### config.mk
export PLATFORM = sky130hd
export DESIGN_NAME = rv_wb_arb_flat
export DESIGN_NICKNAME = d
export VERILOG_FILES = /design/src/rtl/rv_wb_arb_if.sv /design/src/rtl/rv_wb_arb.sv /design/src/flat_wrapper.sv
export SDC_FILE = /design/constraint.sdc
export NUM_CORES = 1
export LEC_CHECK = 0
export CORE_ASPECT_RATIO = 1.2
export CORE_UTILIZATION = 35
export DETAILED_ROUTE_END_ITERATION = 8
export DONT_BUFFER_PORTS = 1
export PLACE_DENSITY = 0.61
export SYNTH_ARGS = -nofsm -noshare
export SYNTH_HDL_FRONTEND = slang
export SYNTH_SLANG_ARGS = --single-unit
### constraint.sdc
create_clock -name clk -period 4 [get_ports clk]
set_input_delay 0.8 -clock clk [delete_from_list [all_inputs] [get_ports clk]]
set_output_delay 0.8 -clock clk [all_outputs]
set_load 0.02 [all_outputs]
### src/rtl/rv_wb_arb_if.sv
// Writeback arbiter bus bundle: ALU result channel, LSU load-return channel,
// register-file write port and pending-destination mask.
`ifndef MXLEN
`define MXLEN 32
`endif

interface rv_wb_arb_if #(
    parameter int XLEN = `MXLEN
);
    logic            alu_vld_i;
    logic [4:0]      alu_rd_i;
    logic [XLEN-1:0] alu_data_i;
    logic            lsu_vld_i;
    logic            lsu_rdy_o;
    logic [4:0]      lsu_rd_i;
    logic [2:0]      lsu_funct3_i;
    logic [1:0]      lsu_addr_i;
    logic [31:0]     lsu_rdata_i;
    logic [4:0]      wr_reg_o;
    logic [XLEN-1:0] wr_data_o;
    logic            wr_en_o;
    logic [31:0]     pending_o;

    modport master (
        output alu_vld_i, alu_rd_i, alu_data_i,
        output lsu_vld_i, lsu_rd_i, lsu_funct3_i, lsu_addr_i, lsu_rdata_i,
        input  lsu_rdy_o, wr_reg_o, wr_data_o, wr_en_o, pending_o
    );

    modport slave (
        input  alu_vld_i, alu_rd_i, alu_data_i,
        input  lsu_vld_i, lsu_rd_i, lsu_funct3_i, lsu_addr_i, lsu_rdata_i,
        output lsu_rdy_o, wr_reg_o, wr_data_o, wr_en_o, pending_o
    );
endinterface

### src/rtl/rv_wb_arb.sv
// Writeback arbiter: ALU results take the RF port first, buffered loads fill idle slots.
// Optional RV_WB_PERF_EN adds a saturating count of cycles where loads were deferred.
module rv_wb_arb #(
    parameter int XLEN     = `MXLEN,
    parameter int LQ_DEPTH = 2
) (
    input  logic        clk,
    input  logic        rst,
`ifdef RV_WB_PERF_EN
    output logic [31:0] lq_defer_cnt_o,
`endif
    rv_wb_arb_if.slave  bus
);
    localparam int          AW       = $clog2(LQ_DEPTH);
    localparam logic [AW:0] FULL_CNT = (AW+1)'(LQ_DEPTH);

    function automatic logic [XLEN-1:0] load_extract(
        input logic [31:0] word,
        input logic [2:0]  funct3,
        input logic [1:0]  addr
    );
        logic [7:0]      byte_v;
        logic [15:0]     half_v;
        logic [XLEN-1:0] res_v;
        byte_v = word[{addr, 3'b000} +: 8];
        half_v = word[{addr[1], 4'b0000} +: 16];
        case (funct3)
            3'b000:  res_v = XLEN'($signed(byte_v));
            3'b001:  res_v = XLEN'($signed(half_v));
            3'b100:  res_v = XLEN'(byte_v);
            3'b101:  res_v = XLEN'(half_v);
            default: res_v = XLEN'($signed(word));
        endcase
        return res_v;
    endfunction

    logic [4:0]          q_rd_r     [LQ_DEPTH];
    logic [2:0]          q_funct3_r [LQ_DEPTH];
    logic [1:0]          q_addr_r   [LQ_DEPTH];
    logic [31:0]         q_data_r   [LQ_DEPTH];
    // live = occupied and not killed by a younger ALU write
    logic [LQ_DEPTH-1:0] q_live_r;
    logic [AW-1:0]       wr_ptr_r;
    logic [AW-1:0]       rd_ptr_r;
    logic [AW:0]         count_r;

    logic                wr_en_r;
    logic [4:0]          wr_reg_r;
    logic [XLEN-1:0]     wr_data_r;

    logic                alu_win_s;
    logic                q_empty_s;
    logic                pop_s;
    logic                push_s;
    logic                head_live_s;
    logic                lsu_rdy_s;
    logic [31:0]         pending_s;

    // Slot arbitration and load-accept decode
    always_comb begin
        alu_win_s   = bus.alu_vld_i && (bus.alu_rd_i != 5'd0);
        q_empty_s   = (count_r == {(AW+1){1'b0}});
        pop_s       = !alu_win_s && !q_empty_s;
        lsu_rdy_s   = !rst && (count_r != FULL_CNT);
        push_s      = bus.lsu_vld_i && lsu_rdy_s && (bus.lsu_rd_i != 5'd0);
        head_live_s = q_live_r[rd_ptr_r];
    end

    // Pending-destination mask from live queue entries
    always_comb begin
        pending_s = 32'd0;
        for (int i = 0; i < LQ_DEPTH; i++) begin
            if (q_live_r[i]) begin
                pending_s[q_rd_r[i]] = 1'b1;
            end else begin
                pending_s = pending_s;
            end
        end
        pending_s[0] = 1'b0;
    end

    // Queue payload; only written on push, so it needs no reset
    always_ff @(posedge clk) begin
        if (push_s) begin
            q_rd_r[wr_ptr_r]     <= bus.lsu_rd_i;
            q_funct3_r[wr_ptr_r] <= bus.lsu_funct3_i;
            q_addr_r[wr_ptr_r]   <= bus.lsu_addr_i;
            q_data_r[wr_ptr_r]   <= bus.lsu_rdata_i;
        end
    end

    // Queue control and registered RF write port
    always_ff @(posedge clk) begin
        if (rst) begin
            q_live_r  <= {LQ_DEPTH{1'b0}};
            wr_ptr_r  <= {AW{1'b0}};
            rd_ptr_r  <= {AW{1'b0}};
            count_r   <= {(AW+1){1'b0}};
            wr_en_r   <= 1'b0;
            wr_reg_r  <= 5'd0;
            wr_data_r <= {XLEN{1'b0}};
        end else begin
            // Kill older entries first; a same-cycle push below is younger and survives
            for (int i = 0; i < LQ_DEPTH; i++) begin
                if (alu_win_s && (q_rd_r[i] == bus.alu_rd_i)) begin
                    q_live_r[i] <= 1'b0;
                end
            end
            if (pop_s) begin
                q_live_r[rd_ptr_r] <= 1'b0;
                rd_ptr_r           <= rd_ptr_r + AW'(1);
            end
            if (push_s) begin
                q_live_r[wr_ptr_r] <= 1'b1;
                wr_ptr_r           <= wr_ptr_r + AW'(1);
            end
            case ({push_s, pop_s})
                2'b10:   count_r <= count_r + (AW+1)'(1);
                2'b01:   count_r <= count_r - (AW+1)'(1);
                default: count_r <= count_r;
            endcase

            if (alu_win_s) begin
                wr_en_r   <= 1'b1;
                wr_reg_r  <= bus.alu_rd_i;
                wr_data_r <= bus.alu_data_i;
            end else if (pop_s && head_live_s) begin
                wr_en_r   <= 1'b1;
                wr_reg_r  <= q_rd_r[rd_ptr_r];
                wr_data_r <= load_extract(q_data_r[rd_ptr_r], q_funct3_r[rd_ptr_r],
                                          q_addr_r[rd_ptr_r]);
            end else begin
                wr_en_r   <= 1'b0;
            end
        end
    end

    assign bus.lsu_rdy_o = lsu_rdy_s;
    assign bus.pending_o = pending_s;
    assign bus.wr_en_o   = wr_en_r;
    assign bus.wr_reg_o  = wr_reg_r;
    assign bus.wr_data_o = wr_data_r;

`ifdef RV_WB_PERF_EN
    logic [31:0] defer_cnt_r;

    // Saturating count of cycles a waiting load lost the slot to the ALU
    always_ff @(posedge clk) begin
        if (rst) begin
            defer_cnt_r <= 32'd0;
        end else if (alu_win_s && !q_empty_s && (defer_cnt_r != 32'hFFFF_FFFF)) begin
            defer_cnt_r <= defer_cnt_r + 32'd1;
        end else begin
            defer_cnt_r <= defer_cnt_r;
        end
    end

    assign lq_defer_cnt_o = defer_cnt_r;
`endif
endmodule
### src/flat_wrapper.sv
// flat-port wrapper written by rule: the top's interface ports become plain ports
module rv_wb_arb_flat 
#(
    parameter int XLEN     = `MXLEN,
    parameter int LQ_DEPTH = 2
)
  (clk, rst, bus_alu_vld_i, bus_alu_rd_i, bus_alu_data_i, bus_lsu_vld_i, bus_lsu_rd_i, bus_lsu_funct3_i, bus_lsu_addr_i, bus_lsu_rdata_i, bus_lsu_rdy_o, bus_wr_reg_o, bus_wr_data_o, bus_wr_en_o, bus_pending_o);
  rv_wb_arb_if #(.XLEN(XLEN)) bus_i ();
  input  logic clk;
  input  logic rst;
  input wire logic [$bits(bus_i.alu_vld_i)-1:0] bus_alu_vld_i;
  input wire logic [$bits(bus_i.alu_rd_i)-1:0] bus_alu_rd_i;
  input wire logic [$bits(bus_i.alu_data_i)-1:0] bus_alu_data_i;
  input wire logic [$bits(bus_i.lsu_vld_i)-1:0] bus_lsu_vld_i;
  input wire logic [$bits(bus_i.lsu_rd_i)-1:0] bus_lsu_rd_i;
  input wire logic [$bits(bus_i.lsu_funct3_i)-1:0] bus_lsu_funct3_i;
  input wire logic [$bits(bus_i.lsu_addr_i)-1:0] bus_lsu_addr_i;
  input wire logic [$bits(bus_i.lsu_rdata_i)-1:0] bus_lsu_rdata_i;
  output wire logic [$bits(bus_i.lsu_rdy_o)-1:0] bus_lsu_rdy_o;
  output wire logic [$bits(bus_i.wr_reg_o)-1:0] bus_wr_reg_o;
  output wire logic [$bits(bus_i.wr_data_o)-1:0] bus_wr_data_o;
  output wire logic [$bits(bus_i.wr_en_o)-1:0] bus_wr_en_o;
  output wire logic [$bits(bus_i.pending_o)-1:0] bus_pending_o;
  assign bus_i.alu_vld_i = bus_alu_vld_i;
  assign bus_i.alu_rd_i = bus_alu_rd_i;
  assign bus_i.alu_data_i = bus_alu_data_i;
  assign bus_i.lsu_vld_i = bus_lsu_vld_i;
  assign bus_i.lsu_rd_i = bus_lsu_rd_i;
  assign bus_i.lsu_funct3_i = bus_lsu_funct3_i;
  assign bus_i.lsu_addr_i = bus_lsu_addr_i;
  assign bus_i.lsu_rdata_i = bus_lsu_rdata_i;
  assign bus_lsu_rdy_o = bus_i.lsu_rdy_o;
  assign bus_wr_reg_o = bus_i.wr_reg_o;
  assign bus_wr_data_o = bus_i.wr_data_o;
  assign bus_wr_en_o = bus_i.wr_en_o;
  assign bus_pending_o = bus_i.pending_o;
  rv_wb_arb #(.XLEN(XLEN), .LQ_DEPTH(LQ_DEPTH)) u_core (.clk(clk), .rst(rst), .bus(bus_i));
endmodule
# Word level (Yosys, flattened, before mapping)

Memory sizes are Yosys's and may differ from the RTL's. A register that Yosys moved wholly into a read port is not among the register bits.
Index checks and enable logic that the tools add are counted.

Flip-flop bits (word level): 44
Memory bits (writable): 84
Input bits: 83
Logic and storage cells: 95
Memories: 4

Add/sub/neg operators: 4
$lt $le $gt $ge: 8
Equality and inequality tests: 8
Shift-type cells: 2
Mux-type cells: 37
Bitwise logic cells: 4
Reductions and logical operators: 21

Memories:

| name              | words | width | rd ports | clocked after memory_dff | write ports | RTL line        | text |
|---|---|---|---|---|---|---|---|
| u_core.q_data_r   | 2     | 32    | 1        | 1                        | 1           | rv_wb_arb.sv:40 | `logic [31:0] q_data_r [LQ_DEPTH];` |
| u_core.q_rd_r     | 2     | 5     | 3        | 1                        | 1           | rv_wb_arb.sv:37 | `logic [4:0] q_rd_r [LQ_DEPTH];` |
| u_core.q_funct3_r | 2     | 3     | 1        | 1                        | 1           | rv_wb_arb.sv:38 | `logic [2:0] q_funct3_r [LQ_DEPTH];` |
| u_core.q_addr_r   | 2     | 2     | 1        | 1                        | 1           | rv_wb_arb.sv:39 | `logic [1:0] q_addr_r [LQ_DEPTH];` |

Operators by type and width:

| operator                                                           | count |
|---|---|
| 2-to-1 mux 32 bit                                                  | 4 |
| one-hot mux 32 bit (4 select lines)                                | 1 |
| OR 32 bit                                                          | 1 |
| indexed part select 32 x 6 -> 16 bit                               | 1 |
| indexed part select 32 x 6 -> 8 bit                                | 1 |
| 2-to-1 mux 1 bit                                                   | 22 |
| logical AND 1 bit                                                  | 12 |
| less-than comparator 5 x 6 -> 1 bit (second input constant)        | 2 |
| demux 1 bit (select 5 bit)                                         | 2 |
| == test 5 bit                                                      | 2 |
| greater-or-equal comparator 5 x 1 -> 1 bit (second input constant) | 2 |
| 2-to-1 mux 5 bit                                                   | 2 |
| nonzero test 5 bit                                                 | 2 |
| == test 3 bit (second input constant)                              | 2 |
| 2-to-1 mux 2 bit                                                   | 3 |
| less-than comparator 1 x 2 -> 1 bit (second input constant)        | 2 |
| one-hot mux 2 bit (2 select lines)                                 | 1 |
| nonzero test 2 bit                                                 | 2 |
| == test 3 x 1 -> 1 bit (second input constant)                     | 1 |
| zero test 1 bit                                                    | 3 |
| zero test 3 bit                                                    | 1 |
| adder 1 bit (second input constant)                                | 2 |
| adder 2 x 1 -> 2 bit (second input constant)                       | 1 |
| AND 2 bit                                                          | 1 |
| other kinds (9)                                                    | 11 |

# Depth between registers and ports, before layout

Gate-level depths: netlist of the first run.

Depth after elaboration: 10
Mapped depth: 8
Gate-level depth less buffers: 7

# Worst setup path before layout of the first run

No wires, ideal clock.

Kind: input -> register
Start point: input port rst
End point: memory u_core.q_addr_r[0][0], enable pin
Setup time: 396 ps
Arrival time: 2407 ps
Required time: 3604 ps
Setup slack: 1197 ps
Stages on the path: 5
Path through: clkbuf_1 inv_1 o211ai_1 or3_1 inv_1

Cells in the longest elaborated chain, start to end: 6

RTL lines:

| what                                   | RTL line           | text |
|---|---|---|
| from (decl)                            | flat_wrapper.sv:10 | `input logic rst;` |
| zero test 1 bit                        | rv_wb_arb.sv:64    | `lsu_rdy_s = !rst && (count_r != FULL_CNT);` |
| logical AND 1 bit                      | rv_wb_arb.sv:64    |  |
| logical AND 1 bit (2 in a row)         | rv_wb_arb.sv:65    | `push_s = bus.lsu_vld_i && lsu_rdy_s && (bus.lsu_rd_i != 5'd0);` |
| 2-to-1 mux 1 bit                       | rv_wb_arb.sv:84    | `if (push_s) begin` |
| 2-to-1 mux 1 bit (implied by the code) | rv_wb_arb.sv:87    | `q_addr_r[wr_ptr_r] <= bus.lsu_addr_i;` |
| to (decl)                              | rv_wb_arb.sv:39    |  |

Every way passes these cells.

==> results by group, run 1 <==
CTS
  – Post-CTS sizing: 0
  – Latest clock arrival within the worst-skew pair: ~420 ps
  – Clk sink count: 129
  – CTS tree: done
  – Htree depth: 4
  – CTS clk-pin slew, worst paths: 60 ps
  – Max clock buf depth: 2
  – Post-CTS setup buffers: 0
  – Num CTS Buffers: 17
  – CTS root buf: clkbuf_16
  – CTS Hold Buffers Added: 0

Floorplan
  – Io pins: 154
  – Die span in x: 126 um
  – Die H: 151 um
  – Initial core utilization: 0.358
  – Die area: 0.0191 mm^2
  – FP Rows: 54
  – Core area: 0.0182 mm^2

Logic synthesis
  – Sequential share of the synthesized area: 0.527
  – Mapped Area: 0.00650 mm^2
  – Synth warnings: 0
  – Yosys top cell by area: edfxtp_1
  – Synth Flop Type: edfxtp_1
  – Avg Cell Area, Syn: 11.5 um^2
  – Synth Register Bits: between 100 and 150
  – Number of synthesized flops with an enable pin: 84
  – Top cell type's share of synthesized area: 0.388
  – Ys async rst share: 0
  – Synth area leaders: edfxtp_1, dfxtp_1, mux2i_1
  – Number of distinct library cells after synthesis: 60
  – Mapped Nets: around 650
  – Post-synthesis cell count: between 500 and 600

Final layout
  – # nets final: 626
  – Area of the multi-input gates: 0.00279 mm^2
  – Area Overhead vs Synth: 10.3%
  – Layout cells sized above 1: 0.144
  – Commonest cells after routing, fill and taps aside: edfxtp_1, o22ai_1, dfxtp_1, mux2i_1, o211ai_1
  – Post-Layout Cell Count: 779
  – Most common cell after layout, fill and taps aside: edfxtp_1
  – # diodes: 0
  – Filler instances: ~1,700
  – Sequential cell area: 0.00342 mm^2
  – Final Util: 0.395

Global route
  – Initial antenna violation count: 0
  – Global-route wire length before repair: 27,600 um
  – Largest net degree at the start of global routing: 44
  – Grt total ovfl: 0
  – Vias in the first global route: 4,735
  – Total GRT Usage: 0.195

Placement
  – DP Wirelength: 13,800 um
  – Buffers on Ports: 0
  – Placer congestion estimate: between 0.8 and 0.9
  – Placed insts: 747

Timing
  – Period utilisation layout: 0.704
  – Post-layout min period: 2820 ps
  – Worst Clk Skew: ~14 ps
  – Count of final hold-check violations: 0
  – RSZ-0062 raised after global routing: no
  – Worst-Margin Slew: 946 ps
  – Relative slew slack: 0.369
  – Setup TNS: 0 ps
  – Fmax: approximately 360 MHz
  – Max Slew Vio Count: 0
  – Final setup vio count: 0

Worst setup path
  – Worst endpoint required time: 4240 ps
  – Arr. time, crit path: 3060 ps
  – CP Launch Type: flop
  – Critical Path Sink Type: flop
  – Crit-path max FO: 31
  – Crit path kind: flop to flop

Hold path
  – Hold crit path type: input port to flop

Drt
  – DR pass1 iterations: 5
  – Remaining antenna violation count after routing: 0
  – Drc violations: 0
  – Via density: 6.26
  – Average wire per standard cell: 24.3 um
  – Vias: a little under 5,000
  – Drt first-iter violations: 361
  – Total length of routed wires: 18,900 um

Run status
  – Status: complete, no violations

Pwr
  – Final Total Pwr: around 0.004 W
  – PwrDens: 570 mW/mm^2
  – Leak pwr: 2.29 nW
  – Max VDD drop: ~0.23 mV

Flow run
  – Max-Cap Viols: 0
==> worst max-delay path, stage by stage, from the launching register on <==
cell,delay [ps]
dfxtp_2,820
mux2i_1,460
mux2i_1,200
a2111oi_4,920
a221oi_1,230
==> path summary, 6_finish.rpt <==
| kind | slack (ps) | endpoint | startpoint | cells past startpoint |
|---|---|---|---|---|
| max | 1180 | u_core.bus.wr_data_o[20] | flop | 4 |
| min | 460 | u_core.count_r[0] | rst | 1 |
| min reg2reg | 540 | u_core.count_r[1] | u_core.count_r[1] | 2 |
| max reg2reg | 1180 | u_core.bus.wr_data_o[20] | flop | 4 |
==> logic make-up after synthesis <==
family	share of synthesized area
buffers and inverters	0.0458
adder cells (fa/ha/maj)	0.00192
AND/OR/NAND/NOR	0.109
multiplexers	0.104
AO/OA/AOI/OAI	0.196
XOR/XNOR	0.0162
flip-flops	0.527
other	0.000577
==> metrics by stage <==
| stage | setup slack [ps] | area (um^2) | hold WS (ps) |
|---|---|---|---|
| finish | 1180 | 7170 | 456 |
| global route | 997 | 7170 | 441 |
| CTS | 1230 | 7170 | 444 |
| detailed placement | 1070 | 6630 | 529 |
| global placement | 1120 | 6630 | 471 |
| floorplan | 1200 | 6500 | 463 |
==> final cells by class <==
| class | count | area share |
|---|---|---|
| timing repair buffer | 10 | 0.0105 |
| clock inverter | 12 | 0.0133 |
| inverter | 16 | 0.00837 |
| tap | 224 | 0.0391 |
| sequential | 129 | 0.477 |
| multi-input combinational | 368 | 0.389 |
| clock buffer | 20 | 0.0623 |
==> state kept, by name, indices dropped and copies added (netlist names), named ones only <==
register and cells:
u_core.q_data_r 64, u_core.bus.wr_data_o 32, u_core.q_rd_r 10, u_core.q_funct3_r 6, u_core.bus.wr_reg_o 5, u_core.q_addr_r 4
u_core.count_r 2, u_core.q_live_r 2, u_core.bus.wr_en_o 1, u_core.rd_ptr_r 1, u_core.wr_ptr_r 1
==> synth_stat cells (all sizes together), types with 4 or more instances <==
cell	count
nand4b	7
nor3	15
or3	6
a21oi	11
a221oi	19
nor2	8
a21boi	6
clkbuf	30
nand2	25
a32oi	8
dfxtp	45
edfxtp	84
o22ai	45
xnor2	4
a21o	9
xor2	8
buf	20
o32ai	6
or3b	6
o211ai	26
o31a	6
mux2i	38
o21a	4
inv	16
a311oi	9
mux2	24
nand3b	13
o21ai	4
nand3	19
nand4	9
==> per-layer routing <==
layer  GRT usage  vias up  wire [um]  share of wire
li1            -     2203          -              -
met5           0        -          0              0
met2       0.335      241       9320           0.49
met1       0.215     2398       7240           0.38
met3      0.0752       34       1930           0.10
met4      0.0861        0        451          0.024
==> where the power goes <==
group          total (W)  internal, W  leakage (nW)  switching [W]
logic           0.000921     0.000360         0.884       0.000561
registers        0.00175      0.00155          1.14       0.000200
clock network    0.00142     0.000860         0.261       0.000557
total            0.00409      0.00277          2.29        0.00132
Power figures use the tool's default switching activity.
==> run 2, diff against run 1 <==
--- a/config.mk
+++ b/config.mk
@@ -9,7 +9,7 @@
 export CORE_UTILIZATION = 35
 export DETAILED_ROUTE_END_ITERATION = 8
 export DONT_BUFFER_PORTS = 1
-export PLACE_DENSITY = 0.61
+export PLACE_DENSITY = 0.63
 export SYNTH_ARGS = -nofsm -noshare
 export SYNTH_HDL_FRONTEND = slang
 export SYNTH_SLANG_ARGS = --single-unit
==> constraint.sdc (replaced) <==
create_clock -name clk -period 2.3 [get_ports clk]
set_input_delay 0.46 -clock clk [delete_from_list [all_inputs] [get_ports clk]]
set_output_delay 0.46 -clock clk [all_outputs]
set_load 0.02 [all_outputs]
==> results by group, run 2 (synthesis results as in run 1) <==
Worst setup path
  – Critical Path Sink Type: output pin
  – Crit-path max FO: 7
  – CP Buf/Inv Count: 0
  – FF-to-FF End: u_core.bus.wr_data_o[20]
  – CP max stage delay: 590 ps
  – CP Launch Point: u_core.q_rd_r[1][0]
  – Register-to-Register Setup Slack: between 100 and 150 ps
  – Critical path depth: 2
  – CP Launch Type: flop
  – Crit path kind: flop to output pin
  – Crit-path leading delay family: simple AND/OR/NAND/NOR gates
  – Slowest cell on crit path: or3b_2
  – R2R cell count: 5
  – CP Cell Sequence: or3b_2 -> o22ai_1
  – Worst endpoint required time: 1840 ps
  – Arr. time, crit path: 1860 ps
  – Crit path to: bus_pending_o[28]

Timing
  – Count of final hold-check violations: 0
  – Post-layout min period: 2320 ps
  – Setup TNS: -109 ps
  – Worst Clk Skew: 10.7 ps
  – Relative slew slack: 0.638
  – Final setup vio count: 7
  – Worst-Margin Slew: 542 ps
  – Post-route setup slack: -21.2 ps
  – Fmax: 431 MHz
  – Final hold slack: around 120 ps
  – Period utilisation layout: 1.01
  – Max Slew Vio Count: 0
  – RSZ-0062 raised after global routing: yes

Pwr
  – PwrDens: approximately 940 mW/mm^2
  – Final Total Pwr: 0.00720 W
  – Leak pwr: between 2 and 2.5 nW
  – Max VDD drop: 0.496 mV

Floorplan
  – Die area: 0.0191 mm^2
  – Core area: 0.0182 mm^2
  – Initial core utilization: 0.358
  – Die span in x: roughly 130 um
  – Io pins: 154
  – Die H: 151 um
  – FP Rows: 54

Placement
  – Placer congestion estimate: 0.863
  – Placed insts: 773
  – Buffers on Ports: 0
  – DP Wirelength: 14,300 um
  – Post-Place Setup Slack: 53.9 ps

Drt
  – Via density: 6.11
  – Remaining antenna violation count after routing: 0
  – Average wire per standard cell: approximately 24 um
  – Drt first-iter violations: 260
  – Vias: about 5,000
  – Drc violations: 0
  – Total length of routed wires: 19,500 um
  – DR pass1 iterations: 4

CTS
  – CTS Hold Buffers Added: 0
  – Latest clock arrival within the worst-skew pair: 410 ps
  – CTS tree: done
  – CTS clk-pin slew, worst paths: approximately 60 ps
  – Htree depth: 4
  – Clk sink count: 129
  – Num CTS Buffers: 17
  – Max clock buf depth: 2
  – CTS root buf: clkbuf_16

Flow run
  – Max-Cap Viols: 0

Global route
  – Global-route wire length before repair: 28,900 um
  – Total GRT Usage: 0.201
  – Initial antenna violation count: 0
  – Largest net degree at the start of global routing: 44
  – Grt total ovfl: 0
  – Vias in the first global route: 5,043

Final layout
  – Commonest cells after routing, fill and taps aside: edfxtp_1, buf_4, dfxtp_1, mux2i_1, o22ai_1
  – # diodes: 0
  – Post-Layout Cell Count: slightly above 800
  – Area Overhead vs Synth: 17.7%
  – Largest register FFs: 64
  – Layout cells sized above 1: 0.236
  – Most flops, register: u_core.q_data_r
  – Most common cell after layout, fill and taps aside: edfxtp_1
  – # nets final: about 670

Run status
  – Violated checks: setup timing
  – Status: finished, violations left

Hold path
  – Hold crit path type: input port to flop
run 2: cell types whose count changed in the layout (fill, tap and decap cells not counted), sizes merged:
cell    delta
buf       +43
bufinv     -1
clkbuf     +5
clkinv     -2
inv        -2
run 2: report_power, final:
part           leakage, nW  total (W)  switching, W  internal, W
clock network        0.254    0.00239      0.000943      0.00145
registers             1.14    0.00300      0.000304      0.00269
logic                 1.10    0.00181       0.00107     0.000738
run 2: how the worst min path moves through the flow:
stage / start / endpoint / cells after the start
finish: rst / u_core.bus.wr_data_o[7] / 1
global route: rst / u_core.bus.wr_data_o[7] / 1
CTS: rst / u_core.bus.wr_reg_o[1] / 1
detailed placement: u_core.wr_ptr_r / u_core.wr_ptr_r / 2
global placement: u_core.wr_ptr_r / u_core.wr_ptr_r / 2
floorplan: u_core.wr_ptr_r / u_core.wr_ptr_r / 2
run 2: final cells by class:
| type | instances | area [um^2] |
|---|---|---|
| inverters | 16 | 67.6 |
| fillers | 1617 | 10500 |
| clock inverters | 7 | 38.8 |
| well taps | 224 | 280 |
| repair buffers | 53 | 435 |
| clock buffers | 25 | 485 |
| multi-input cells | 368 | 2920 |
| flip-flops and latches | 129 | 3420 |
run 2: layer usage:
layer  wire [um]  up-vias  GRT usage
li1            -     2305          -
met1        7530     2470      0.224
met2        9730      220      0.349
met3        1750       28     0.0685
met4         442        0     0.0843
met5           0        -          0
run 2: per-stage QoR:
step | instance area (um^2) | utilization
finish | 7650 | 0.421
global route | 7650 | 0.421
CTS | 7550 | 0.416
detailed placement | 6880 | 0.378
global placement | 6880 | 0.378
floorplan | 6520 | -
run 2: timing repair:
item / in CTS / in global routing
setup buffers: 13 / 4
gates resized for setup: 9 / 11
endpoints found under the setup margin: 19 / 22
==> run 3, diff against run 2 <==
--- a/config.mk
+++ b/config.mk
@@ -6,10 +6,10 @@
 export NUM_CORES = 1
 export LEC_CHECK = 0
 export CORE_ASPECT_RATIO = 1.2
-export CORE_UTILIZATION = 35
+export CORE_UTILIZATION = 34
 export DETAILED_ROUTE_END_ITERATION = 8
 export DONT_BUFFER_PORTS = 1
-export PLACE_DENSITY = 0.63
+export PLACE_DENSITY = 0.62
 export SYNTH_ARGS = -nofsm -noshare
 export SYNTH_HDL_FRONTEND = slang
 export SYNTH_SLANG_ARGS = --single-unit
==> results by group, run 3 (synthesis results as in run 1) <==
Drt
  – Drc violations: 0
  – Met3 wire len: 1910 um
  – Vias: 5,050
  – DR pass1 iterations: 5
  – Top sig layer: met4
  – Via density: 5.91
  – Met2 Wirelength: 10,000 um
  – Wl on met1: about 7600 um
  – Average wire per standard cell: 23.3 um
  – Drt first-iter violations: 290
  – Remaining antenna violation count after routing: 0
  – Total length of routed wires: ~20,000 um

Worst setup path
  – Critical Path Sink Type: output pin
  – Crit path kind: flop to output pin
  – Worst endpoint required time: about 1800 ps
  – CP Launch Type: flop
  – Arr. time, crit path: about 1900 ps
  – Crit-path max FO: 4

Pwr
  – Sw power: 0.00258 W
  – Net Sw Frac: 0.346
  – Flop pwr share: 0.401
  – Max VDD drop: 0.520 mV
  – PwrDens: 964 mW/mm^2
  – Clk pwr share: 0.352
  – Combinational power share: 0.247
  – Leak pwr: around 2.5 nW
  – Internal Pwr Total: 0.00488 W

Final layout
  – Post-Layout Cell Count: 854
  – # nets final: about 670
  – Largest register FFs: 64
  – Commonest cells after routing, fill and taps aside: edfxtp_1, buf_4, dfxtp_1, mux2i_1, o22ai_1
  – Final instance area: 0.00773 mm^2
  – Area Overhead vs Synth: 19.0%
  – Filler instances: 1,768
  – Most flops, register: u_core.q_data_r
  – Layout cells sized above 1: 0.242
  – # diodes: 0
  – Most common cell after layout, fill and taps aside: edfxtp_1

Timing
  – Max Slew Vio Count: 0
  – Worst Clk Skew: around 9.4 ps
  – RSZ-0062 raised after global routing: yes
  – Post-layout min period: 2330 ps
  – Period utilisation layout: 1.01
  – Post-route setup slack: -29.9 ps
  – Fmax: 429 MHz
  – Count of final hold-check violations: 0
  – Final setup vio count: 2

Floorplan
  – Core area: 0.0188 mm^2
  – Die H: 153 um
  – Die area: 0.0197 mm^2
  – FP Rows: 55
  – Initial core utilization: 0.346
  – Io pins: around 150
  – Die span in x: 128 um

Placement
  – Buffers on Ports: 0
  – DP Wirelength: 14,500 um
  – Placed insts: 810
  – DP Area: 0.00696 mm^2
  – Placer congestion estimate: 0.908

CTS
  – CTS root buf: clkbuf_16
  – Htree depth: 4
  – CTS Hold Buffers Added: 0
  – Latest clock arrival within the worst-skew pair: approximately 420 ps
  – Num CTS Buffers: 17
  – Max clock buf depth: 2
  – Clk sink count: 129
  – CTS tree: done
  – CTS clk-pin slew, worst paths: 60 ps

Global route
  – Global-route wire length before repair: 29,500 um
  – Vias in the first global route: ~5,000
  – Initial antenna violation count: 0
  – Total GRT Usage: 0.202
  – Largest net degree at the start of global routing: 44
  – Grt total ovfl: 0

Run status
  – Status: finished, violations left
  – Violated checks: setup timing

Hold path
  – Hold crit path type: input port to flop

Flow run
  – Max-Cap Viols: 0
## run 3: cell count changes in the layout (fill, tap and decap cells not counted), sizes merged
cell / before / now
clkinv: 5 / 4
clkinvlp: 4 / 2
inv: 14 / 25
clkbuf: 25 / 17
## run 3: worst paths after layout
path / startpoint / endpoint / slack [ps] / depth (start not counted)
worst min register to register: u_core.wr_ptr_r / u_core.wr_ptr_r / 520 / 2
worst min-delay path: rst / u_core.bus.wr_reg_o[1] / 110 / 1
worst max register to register: flop / u_core.bus.wr_data_o[19] / 170 / 6
worst max-delay path: u_core.q_rd_r[0][3] / bus_pending_o[21] / -30 / 4
## run 3: power by group through the flow
| stage | combinational, W | clock, W | sequential, W |
|---|---|---|---|
| floorplan | 0.00135 | 0 | 0.00294 |
| finish | 0.00184 | 0.00263 | 0.00299 |
| detailed placement | 0.00178 | 0 | 0.00304 |
| global placement | 0.00174 | 0 | 0.00303 |
| global route | 0.00198 | 0.00276 | 0.00301 |
| CTS | 0.00181 | 0.00266 | 0.00299 |
## run 3: critical path, stage by stage (launching register included)
cell      delay [ps]
edfxtp_1         440
buf_4            170
buf_4            150
nand3b_1         240
o22ai_1          460
## run 3: final cells by class
class | count | area (um^2) | area share
tap | 256 | 320 | 0.0414
timing repair buffer | 53 | 435 | 0.0563
inverter | 16 | 67.6 | 0.00874
clock buffer | 17 | 425 | 0.0550
clock inverter | 15 | 158 | 0.0204
sequential | 129 | 3420 | 0.443
multi-input combinational | 368 | 2900 | 0.375
## run 3: timing repair
item,in CTS,in global routing
setup endpoints to repair,17,24
resized for setup,11,8
cloned,0,0
buffers inserted,5,7
## run 3: per-layer routing
| layer | track usage | vias to the layer above |
|---|---|---|
| met3 | 0.0742 | 32 |
| li1 | - | 2297 |
| met5 | 0 | - |
| met1 | 0.230 | 2475 |
| met2 | 0.350 | 246 |
| met4 | 0.0605 | 0 |
## run 3: stage by stage
stage          power [W]  utilization  setup WS, ps  hold slack, ps  TNS [ps]
2_1_floorplan    0.00429            -          2.82             467         0
5_1_grt          0.00775        0.412         -81.7            96.3      -296
6_report         0.00746        0.412         -29.9             111     -43.0
4_1_cts          0.00746        0.406         -32.8            93.1      -136
3_5_place_dp     0.00482        0.370          76.5             492         0
3_3_place_gp     0.00478        0.370          75.4             476         0
